--- config.mk ---
export PLATFORM = sky130hd
export DESIGN_NAME = program_counter
export DESIGN_NICKNAME = d
export VERILOG_FILES = /design/src/rtl/program_counter.sv
export SDC_FILE = /design/constraint.sdc
export NUM_CORES = 1
export LEC_CHECK = 0
export ABC_AREA = 1
export CAP_MARGIN = 5
export CORE_ASPECT_RATIO = 1.25
export CORE_MARGIN = 2
export CORE_UTILIZATION = 45
export CTS_BUF_LIST = sky130_fd_sc_hd__clkbuf_2 sky130_fd_sc_hd__clkbuf_4 sky130_fd_sc_hd__clkbuf_8
export DETAILED_ROUTE_END_ITERATION = 8
export PLACE_DENSITY = 0.88
export SLEW_MARGIN = 20
export SYNTH_ARGS = -nofsm -noshare
export SYNTH_HDL_FRONTEND = slang
export SYNTH_SLANG_ARGS = --single-unit
--- constraint.sdc ---
create_clock -name Clk -period 3.9 [get_ports Clk]
set_input_delay 0.39 -clock Clk [delete_from_list [all_inputs] [get_ports Clk]]
set_output_delay 0.39 -clock Clk [all_outputs]
set_load 0.1 [all_outputs]
--- src/rtl/program_counter.sv ---
// Instruction-fetch program counter: registered PC, combinational PC+INCR, stall via PCWrite.
// Optional PC_ALIGN_CHECK_EN: force word alignment on load and raise a sticky AlignErr flag.
module program_counter #(
    parameter int unsigned      WIDTH      = 32,
    parameter logic [WIDTH-1:0] RESET_ADDR = '0,
    parameter int unsigned      INCR       = 4
) (
    input  logic             Clk,
    input  logic             Reset,
    input  logic [WIDTH-1:0] Address,
    input  logic             PCWrite,
    output logic [WIDTH-1:0] PCResult,
    output logic [WIDTH-1:0] PCPlus4,
    output logic             AlignErr
);

    logic [WIDTH-1:0] r_pc;
    logic [WIDTH-1:0] w_load_addr;

`ifdef PC_ALIGN_CHECK_EN
    logic w_misaligned;
    logic r_align_err;

    assign w_misaligned = |Address[1:0];
    assign w_load_addr  = {Address[WIDTH-1:2], 2'b00};

    // Sticky until reset; only a load edge can set it, so stalls never flag stale Address bits.
    always_ff @(posedge Clk or negedge Reset) begin
        if (!Reset) begin
            r_align_err <= 1'b0;
        end else if (PCWrite && w_misaligned) begin
            r_align_err <= 1'b1;
        end
    end

    assign AlignErr = r_align_err;
`else
    assign w_load_addr = Address;
    assign AlignErr    = 1'b0;
`endif

    always_ff @(posedge Clk or negedge Reset) begin
        if (!Reset) begin
            r_pc <= RESET_ADDR;
        end else if (PCWrite) begin
            r_pc <= w_load_addr;
        end
    end

    assign PCResult = r_pc;
    // Modulo-2^WIDTH sum: carry-out is intentionally discarded.
    assign PCPlus4  = r_pc + WIDTH'(INCR);

endmodule

* Yosys cells after proc, flatten, opt, wreduce, memory -nomap -nowiden
Index checks and enable logic that the tools add are counted.
** Storage, ports and cells
- Register bits after elaboration :: 32
- Bits of input ports :: 35
- Output and inout bits :: 65
** Operators by class
- $add $sub $neg :: 1
** Operators with widths (number)
- adder 32 x 3 -> 32 bit (second input constant) :: 1

* Depth between registers and ports, before layout
Gate-level depths: netlist of the first run.
- Depth after elaboration :: 1
- Mapped depth :: 8
- Mapped depth without buffers :: 8

* Worst setup path after synthesis of the first run
OpenSTA, ideal clock, no wires.
- Path kind :: reg2out
- Start point :: register r_pc[2], in the netlist PCResult[2]
- End point :: output PCPlus4[15]
- Data arrival time :: 3.661 ns
- Path slack :: -0.151 ns
- Cell stages (with the launch flop) :: 6
- Cell sequence :: dfrtp_1 inv_1 nor2_4 nand2_2 nor2_4 xor2_1
** Between the ends
- Longest elaborated chain between the ends :: 1
** Ends and longest elaborated chain
- start: declaration :: RTL line 17 : logic [WIDTH-1:0] r_pc;
- start signal: assignment :: RTL line 46 : r_pc <= w_load_addr;
- adder 32 x 3 -> 32 bit :: RTL line 52 : assign PCPlus4 = r_pc + WIDTH'(INCR);
- end: declaration :: RTL line 13 : output logic [WIDTH-1:0] PCPlus4,
Every way passes these cells.

* Final worst setup path of the first run
- Start point :: register r_pc[3], in the netlist PCResult[3]
- End point :: output PCPlus4[8]
Same word-level chain as after synthesis.

==> results.txt, run 1 <==
----------------------------------------------------
[Min path]
  Class of the tightest hold or removal check ... primary input to asynchronous set/reset pin

[Finish]
  Layout Cells excl Fill ... 432
  Filler Cells Inserted ... 316
  Final core occ ... 71.7%
  Flip-flop count of the largest register, all copies and words added ... 32
  Antenna diode instance count ... 0
  Number of nets in the layout ... 409
  Most common cell after layout, fill and taps aside ... sky130_fd_sc_hd__nand2_1
  Share of layout cells above drive strength 1 ... 16.6%
  Commonest cells after routing, fill and taps aside ... sky130_fd_sc_hd__nand2_1, sky130_fd_sc_hd__clkdlybuf4s50_1, sky130_fd_sc_hd__dfrtp_1
  Signed area change from the synthesized netlist to the final layout ... 54.7%

[Job]
  Max-capacitance violation count ... 0

[Yosys]
  Net Count, Synth ... 312
  Area share of fa/ha/maj cells after synthesis ... 0.619%
  Area fraction in and, or, nand and nor cells after synthesis ... 33.7%
  Yosys warns ... 0
  Main combinational cell family by area after synthesis ... simple AND/OR/NAND/NOR gates
  XOR/XNOR Fraction of Synth Area ... 6.50%
  Part of the Yosys area used for sequential elements ... 39.6%
  Fraction of the mapped netlist area in compound gates ... 4.71%
  Synthesized instance count ... 276
  Post-Synthesis Mean Instance Area ... 7.32 µm²
  Register bit total from synthesis ... 32
  Distinct cells, synth ... 18
  Multiplexer fraction of the synthesized cell area ... 7.24%
  Post-Synthesis Cell Area ... 2020 µm²

[Critical path]
  List of cells traversed by the critical path ... ha_1, nand3_1, nor2_1, xor2_1, clkdlybuf4s50_1
  Setup crit start ... PCResult[3]
  Crit path launch type ... flip-flop
  Critical path arrival ... 2.58 ns
  Critical path class ... flip-flop to output pin
  Max Fanout on Critical Path ... 4
  Type of element capturing the critical path ... output pin
  Cell with the largest stage delay on the worst path ... sky130_fd_sc_hd__clkdlybuf4s50_1
  Setup crit end ... PCPlus4[8]
  CP Data Required Time ... 3.51 ns
  Buffering stage count on the worst path with inverters included ... 1
  Worst R2R Setup Slack ... 3.03 ns
  Stages on worst setup path ... 5
  Terminus of the critical flop-to-flop path ... PCResult[11]
  Cell count of the worst reg-to-reg path ... 1
  Reg-to-reg critical path startpoint ... PCResult[11]
  Family with the most delay on the worst path ... buffers and inverters
  Largest stage delay on the critical path ... 1.15 ns

[Global routing]
  First-pass GRT wire length ... 9590 µm
  Overflow left after global routing ... 0
  Largest net degree at the start of global routing ... 52
  Initial antenna violation count ... 0
  Tot GR Track Use ... 24.7%
  Vias in the first global route ... 2125

[Place]
  RePlAce Congestion ... 0.870
  Minimum setup slack after placement ... 1.29 ns
  Placed Cells incl. Taps ... 424
  IO Port Bufs ... 98
  Final HPWL from detailed placement ... 4600 µm

[Die]
  Starting density of the core ... 46.4%
  Die ar. ... 5050 µm²
  Core area ... 4360 µm²
  Die Y ... 78.9 µm
  Number of rows created at floorplan ... 27
  Total I/O pin count ... 100
  Die X ... 63.9 µm

[STA]
  Final hold violation count ... 0
  Final count of negative-setup-slack endpoints ... 0
  Final worst-path setup slack ... 0.931 ns
  Worst-case headroom to the max-slew limit ... 32.4%
  Slew Limit Fails ... 0
  Transition time at the pin with the least slew margin ... 1.01 ns
  Final setup TNS ... 0 ns
  Minimum clock period after layout ... 2.97 ns
  Final Cycle Share ... 76.1%
  Clk_skew ... 0 ns
  RSZ-0062 raised after global routing ... false
  Achievable clock frequency ... 337 MHz
  Hold Worst Slack ... 0.496 ns

[Drt]
  Number of nets still failing antenna checks after routing ... 0
  Number of DRC violations after detailed-routing iteration 0 ... 87
  Total wire length after detailed routing ... 6000 µm
  Total via count after detailed routing ... 2111
  DRC violations left ... 0
  Avg Vias per Cell ... 4.89
  Iteration count of the initial detailed-routing pass ... 5
  Wirelength per Cell ... 13.9 µm

[Clocking]
  Hold Buf Count CTS ... 0
  Clock sink total ... 32
  Post-CTS resize count ... 0
  Clock Tree Buf Depth ... 2
  TritonCTS Buffers ... 5
  CTS H-tree depth ... 2
  CTS clk-pin slew, worst paths ... 0.08 ns
  Clock tree from TritonCTS ... yes
  Clock root buffer ... sky130_fd_sc_hd__clkbuf_8
  Insertion delay of the later-clocked pin in the worst-skew pair ... 0.30 ns
  Count of buffers added by post-CTS timing repair for setup ... 0

[Run status]
  Result of the run ... finished clean

[Power]
  Ratio of total power to cell area ... 485 nW/µm²
  Worst IR Drop VDD ... 0.344 mV
  Leak ... 1.42 nW

----------------------------------------------------
## synthesized netlist by cell type
library cell | count | share of area, %
sky130_fd_sc_hd__buf_2 | 2 | 0.50
sky130_fd_sc_hd__nand2_2 | 2 | 0.62
sky130_fd_sc_hd__buf_4 | 3 | 1.1
sky130_fd_sc_hd__nand2_1 | 100 | 19
sky130_fd_sc_hd__o21ai_0 | 19 | 4.7
sky130_fd_sc_hd__xor2_1 | 15 | 6.5
sky130_fd_sc_hd__and2_1 | 3 | 0.93
sky130_fd_sc_hd__nor2_2 | 4 | 1.2
sky130_fd_sc_hd__ha_1 | 1 | 0.62
sky130_fd_sc_hd__mux2_2 | 13 | 7.2
sky130_fd_sc_hd__nor2_4 | 5 | 2.8
sky130_fd_sc_hd__nor2_1 | 30 | 5.6
sky130_fd_sc_hd__nand2_4 | 1 | 0.56
sky130_fd_sc_hd__dfrtp_1 | 32 | 40
sky130_fd_sc_hd__inv_1 | 27 | 5.0
sky130_fd_sc_hd__clkbuf_1 | 4 | 0.74
sky130_fd_sc_hd__conb_1 | 1 | 0.19
sky130_fd_sc_hd__nand3_1 | 14 | 3.5
## cell type report
cell class | instances | area (µm²) | area share (%)
inverter | 27 | 101 | 3.24
multi-input combinational | 208 | 1110 | 35.5
clock inverter | 3 | 46.3 | 1.48
sequential | 32 | 801 | 25.6
timing repair buffer | 99 | 928 | 29.7
clock buffer | 5 | 68.8 | 2.20
tap | 58 | 72.6 | 2.32
## power breakdown
group	leakage (nW)	switching [mW]	internal, mW
Combinational	0.979	0.601	0.170
Sequential	0.383	0.0451	0.363
Clock	0.0548	0.145	0.192
## per-layer routing
layer  GRT usage [%]  vias up  wire length [µm]
met5               0        -                 0
met4            8.70        0               101
met3            8.50       13               489
met2            44.9       80              3160
met1            26.1      985              2250
li1                -     1033                 -
## metrics by stage
step / total power [mW] / instance area [µm²]
final: 1.52 / 3130
after global routing: 1.56 / 3130
after CTS: 1.52 / 3130
after detailed placement: 1.18 / 3010
after global placement: 1.18 / 3010
after floorplan: 0.995 / 2060
## kinds of logic after synthesis
logic type / after synthesis
DFF: 32
AOI/OAI and AO/OA: 19
other: 1
adders and majority gates: 1
muxes: 13
xor gates and xnor gates: 15
buffers and inverters: 36
and+or+nand+nor: 159
## worst min path at each step
stage	from	end	slack, ns	cells after the start
5_1_grt	Reset	PCResult[14]	0.53	2
2_1_floorplan	Reset	PCResult[0]	0.09	0
3_5_place_dp	PCResult[1]	PCResult[1]	0.52	1
4_1_cts	Reset	PCResult[6]	0.51	2
3_3_place_gp	PCResult[1]	PCResult[1]	0.51	1
6_report	Reset	PCResult[6]	0.50	2
Note: power is estimated with default switching activity, not from simulation.
==> run 2: changes to the inputs <==
--- a/config.mk
+++ b/config.mk
@@ -9,10 +9,10 @@
 export CAP_MARGIN = 5
 export CORE_ASPECT_RATIO = 1.25
 export CORE_MARGIN = 2
-export CORE_UTILIZATION = 45
+export CORE_UTILIZATION = 42
 export CTS_BUF_LIST = sky130_fd_sc_hd__clkbuf_2 sky130_fd_sc_hd__clkbuf_4 sky130_fd_sc_hd__clkbuf_8
 export DETAILED_ROUTE_END_ITERATION = 8
-export PLACE_DENSITY = 0.88
+export PLACE_DENSITY = 0.83
 export SLEW_MARGIN = 20
 export SYNTH_ARGS = -nofsm -noshare
 export SYNTH_HDL_FRONTEND = slang
==> constraint.sdc (replaced) <==
create_clock -name Clk -period 3 [get_ports Clk]
set_input_delay 0.3 -clock Clk [delete_from_list [all_inputs] [get_ports Clk]]
set_output_delay 0.3 -clock Clk [all_outputs]
set_load 0.1 [all_outputs]
==> run 2 against run 1 <==
Utilization fell by 4.9 points. Count of clock-buffer cells in the layout up 3. Via count down 2.6%. Final area is 0.32% higher. Routed wire length is 2.0% lower. Combinational power up 28%. Clock skew stayed put. Sequential cell count is the same. Die area increased by 6.7%. Sequential power grew 32%. Critical path type unchanged. Largest cell class unchanged.
==> results.txt, run 2 (synthesis results as in run 1) <==
----------------------------------------------------
[Run status]
  Result of the run ... finished clean (unchanged)

[Clocking]
  Insertion delay of the later-clocked pin in the worst-skew pair ... 0.28 ns (was 0.30 ns)
  Hold Buf Count CTS ... 0 (unchanged)
  Count of buffers added by post-CTS timing repair for setup ... 0 (unchanged)
  Clock Tree Buf Depth ... 2 (unchanged)
  Post-CTS resize count ... 0 (unchanged)
  TritonCTS Buffers ... 5 (unchanged)
  CTS clk-pin slew, worst paths ... 0.07 ns (was 0.08 ns)
  Clock sink total ... 32 (unchanged)
  Clock root buffer ... sky130_fd_sc_hd__clkbuf_8 (unchanged)
  Clock tree from TritonCTS ... yes (unchanged)
  CTS H-tree depth ... 2 (unchanged)

[STA]
  Final count of negative-setup-slack endpoints ... 0 (unchanged)
  Final hold violation count ... 0 (unchanged)
  Slew Limit Fails ... 0 (unchanged)
  Worst-case headroom to the max-slew limit ... 42.9% (was 32.4%)
  Clk_skew ... 0 ns (unchanged)
  Transition time at the pin with the least slew margin ... 0.857 ns (was 1.01 ns)
  Minimum clock period after layout ... 2.29 ns
  RSZ-0062 raised after global routing ... false (unchanged)
  Final Cycle Share ... 76.5%
  Achievable clock frequency ... 436 MHz
  Final setup TNS ... 0 ns (unchanged)

[Place]
  Placed Cells incl. Taps ... 426 (was 424)
  IO Port Bufs ... 98 (unchanged)
  Final HPWL from detailed placement ... 4720 µm (was 4600 µm)
  RePlAce Congestion ... 0.921 (was 0.870)

[Critical path]
  Critical path arrival ... 1.99 ns (was 2.58 ns)
  CP Data Required Time ... 2.70 ns (was 3.51 ns)
  Worst R2R Setup Slack ... 2.10 ns (was 3.03 ns)
  Terminus of the critical flop-to-flop path ... PCResult[13] (was PCResult[11])
  Stages on worst setup path ... 7 (was 5)
  Cell count of the worst reg-to-reg path ... 1 (unchanged)
  Reg-to-reg critical path startpoint ... PCResult[13] (was PCResult[11])
  Setup crit end ... PCPlus4[28] (was PCPlus4[8])
  List of cells traversed by the critical path ... ha_1, nand3_1, nor2_1, and2_1, nand3_1, nand2_1, buf_4 (was ha_1, nand3_1, nor2_1, xor2_1, clkdlybuf4s50_1)
  Type of element capturing the critical path ... output pin (unchanged)
  Setup crit start ... PCResult[2] (was PCResult[3])
  Most common cell type on the critical path ... sky130_fd_sc_hd__nand3_1
  Buffering stage count on the worst path with inverters included ... 1 (unchanged)
  Crit path launch type ... flip-flop (unchanged)
  Cell with the largest stage delay on the worst path ... sky130_fd_sc_hd__dfrtp_2 (was sky130_fd_sc_hd__clkdlybuf4s50_1)
  Max Fanout on Critical Path ... 3 (was 4)
  Largest stage delay on the critical path ... 0.40 ns (was 1.15 ns)
  Family with the most delay on the worst path ... simple AND/OR/NAND/NOR gates (was buffers and inverters)
  Critical path class ... flip-flop to output pin (unchanged)

[Drt]
  Number of DRC violations after detailed-routing iteration 0 ... 108 (was 87)
  Total via count after detailed routing ... 2057 (was 2111)
  DRC violations left ... 0 (unchanged)
  Avg Vias per Cell ... 4.74 (was 4.89)
  Number of nets still failing antenna checks after routing ... 0 (unchanged)
  Iteration count of the initial detailed-routing pass ... 4 (was 5)
  Wirelength per Cell ... 13.6 µm (was 13.9 µm)
  Total wire length after detailed routing ... 5880 µm (was 6000 µm)

[Finish]
  Share of layout cells above drive strength 1 ... 32.1% (was 16.6%)
  Layout Cells excl Fill ... 434 (was 432)
  Signed area change from the synthesized netlist to the final layout ... 55.2% (was 54.7%)
  Commonest cells after routing, fill and taps aside ... sky130_fd_sc_hd__nand2_1, sky130_fd_sc_hd__buf_4, sky130_fd_sc_hd__clkdlybuf4s50_1 (was sky130_fd_sc_hd__nand2_1, sky130_fd_sc_hd__clkdlybuf4s50_1, sky130_fd_sc_hd__dfrtp_1)
  Most common cell after layout, fill and taps aside ... sky130_fd_sc_hd__nand2_1 (unchanged)
  Antenna diode instance count ... 0 (unchanged)
  Number of nets in the layout ... 409 (unchanged)
  Flip-flop count of the largest register, all copies and words added ... 32 (unchanged)

[Die]
  Core area ... 4690 µm² (was 4360 µm²)
  Number of rows created at floorplan ... 28 (was 27)
  Die X ... 66.0 µm (was 63.9 µm)
  Starting density of the core ... 43.0% (was 46.4%)
  Die ar. ... 5390 µm² (was 5050 µm²)
  Die Y ... 81.6 µm (was 78.9 µm)
  Total I/O pin count ... 100 (unchanged)

[Job]
  Max-capacitance violation count ... 0 (unchanged)

[Power]
  Ratio of total power to cell area ... 608 nW/µm² (was 485 nW/µm²)
  Leak ... 1.47 nW (was 1.42 nW)
  Worst IR Drop VDD ... 0.425 mV (was 0.344 mV)

[Global routing]
  Overflow left after global routing ... 0 (unchanged)
  Tot GR Track Use ... 22.7% (was 24.7%)
  Vias in the first global route ... 1990 (was 2125)
  Largest net degree at the start of global routing ... 52 (unchanged)
  First-pass GRT wire length ... 9270 µm (was 9590 µm)
  Initial antenna violation count ... 0 (unchanged)

[Min path]
  Class of the tightest hold or removal check ... primary input to asynchronous set/reset pin (unchanged)

----------------------------------------------------
[run 2: cell count changes in the layout (fill, tap and decap cells not counted), moves of 2 or more]
cell	change
sky130_fd_sc_hd__xor2_1	-10
sky130_fd_sc_hd__clkdlybuf4s50_1	-42
sky130_fd_sc_hd__xor2_2	+7
sky130_fd_sc_hd__nand2_1	-4
sky130_fd_sc_hd__buf_4	+42
sky130_fd_sc_hd__clkbuf_8	+2
sky130_fd_sc_hd__xor2_4	+3
sky130_fd_sc_hd__nand2_2	+4
[run 2: area by class of cell]
cell class,count,area (µm²)
Clock buffer,8,104
Fill cell,405,1560
Inverter,27,105
Multi-Input combinational cell,208,1230
Sequential cell,32,802
Tap cell,60,75.1
Timing Repair Buffer,99,823
[run 2: worst min-delay path by stage]
stage | from | endpoint | slack, ns
floorplan | Reset | PCResult[0] | 0.004
global placement | PCResult[1] | PCResult[1] | 0.52
detailed placement | PCResult[1] | PCResult[1] | 0.52
CTS | Reset | PCResult[6] | 0.48
global route | Reset | PCResult[6] | 0.51
finish | Reset | PCResult[18] | 0.47
[run 2: power by group]
part / internal (mW) / leakage (nW) / switching (mW)
clock: 0.218 / 0.0549 / 0.161
sequential: 0.472 / 0.382 / 0.0666
combinational: 0.208 / 1.03 / 0.782
[run 2: stage by stage]
stage	setup WS, ns	power (mW)	utilization (%)	cell area, µm²	hold WS, ns
final	0.706	1.91	66.8	3140	0.470
after global routing	0.525	1.97	66.8	3140	0.511
after CTS	0.689	1.92	66.8	3140	0.480
after floorplan	-0.150	1.31	-	2180	0.00441
after detailed placement	0.990	1.54	64.6	3030	0.522
after global placement	1.04	1.53	64.6	3030	0.518
[run 2: layer usage]
metal  routed length, µm  global-route usage (%)  up-vias  part of all wire, %
met3                 348                    4.52        4                  5.9
met1                2300                    27.0      955                   39
met2                3180                    42.0       67                   54
met5                   0                       0        -                    0
met4                  50                    5.51        0                 0.85
li1                    -                       -     1031                    -
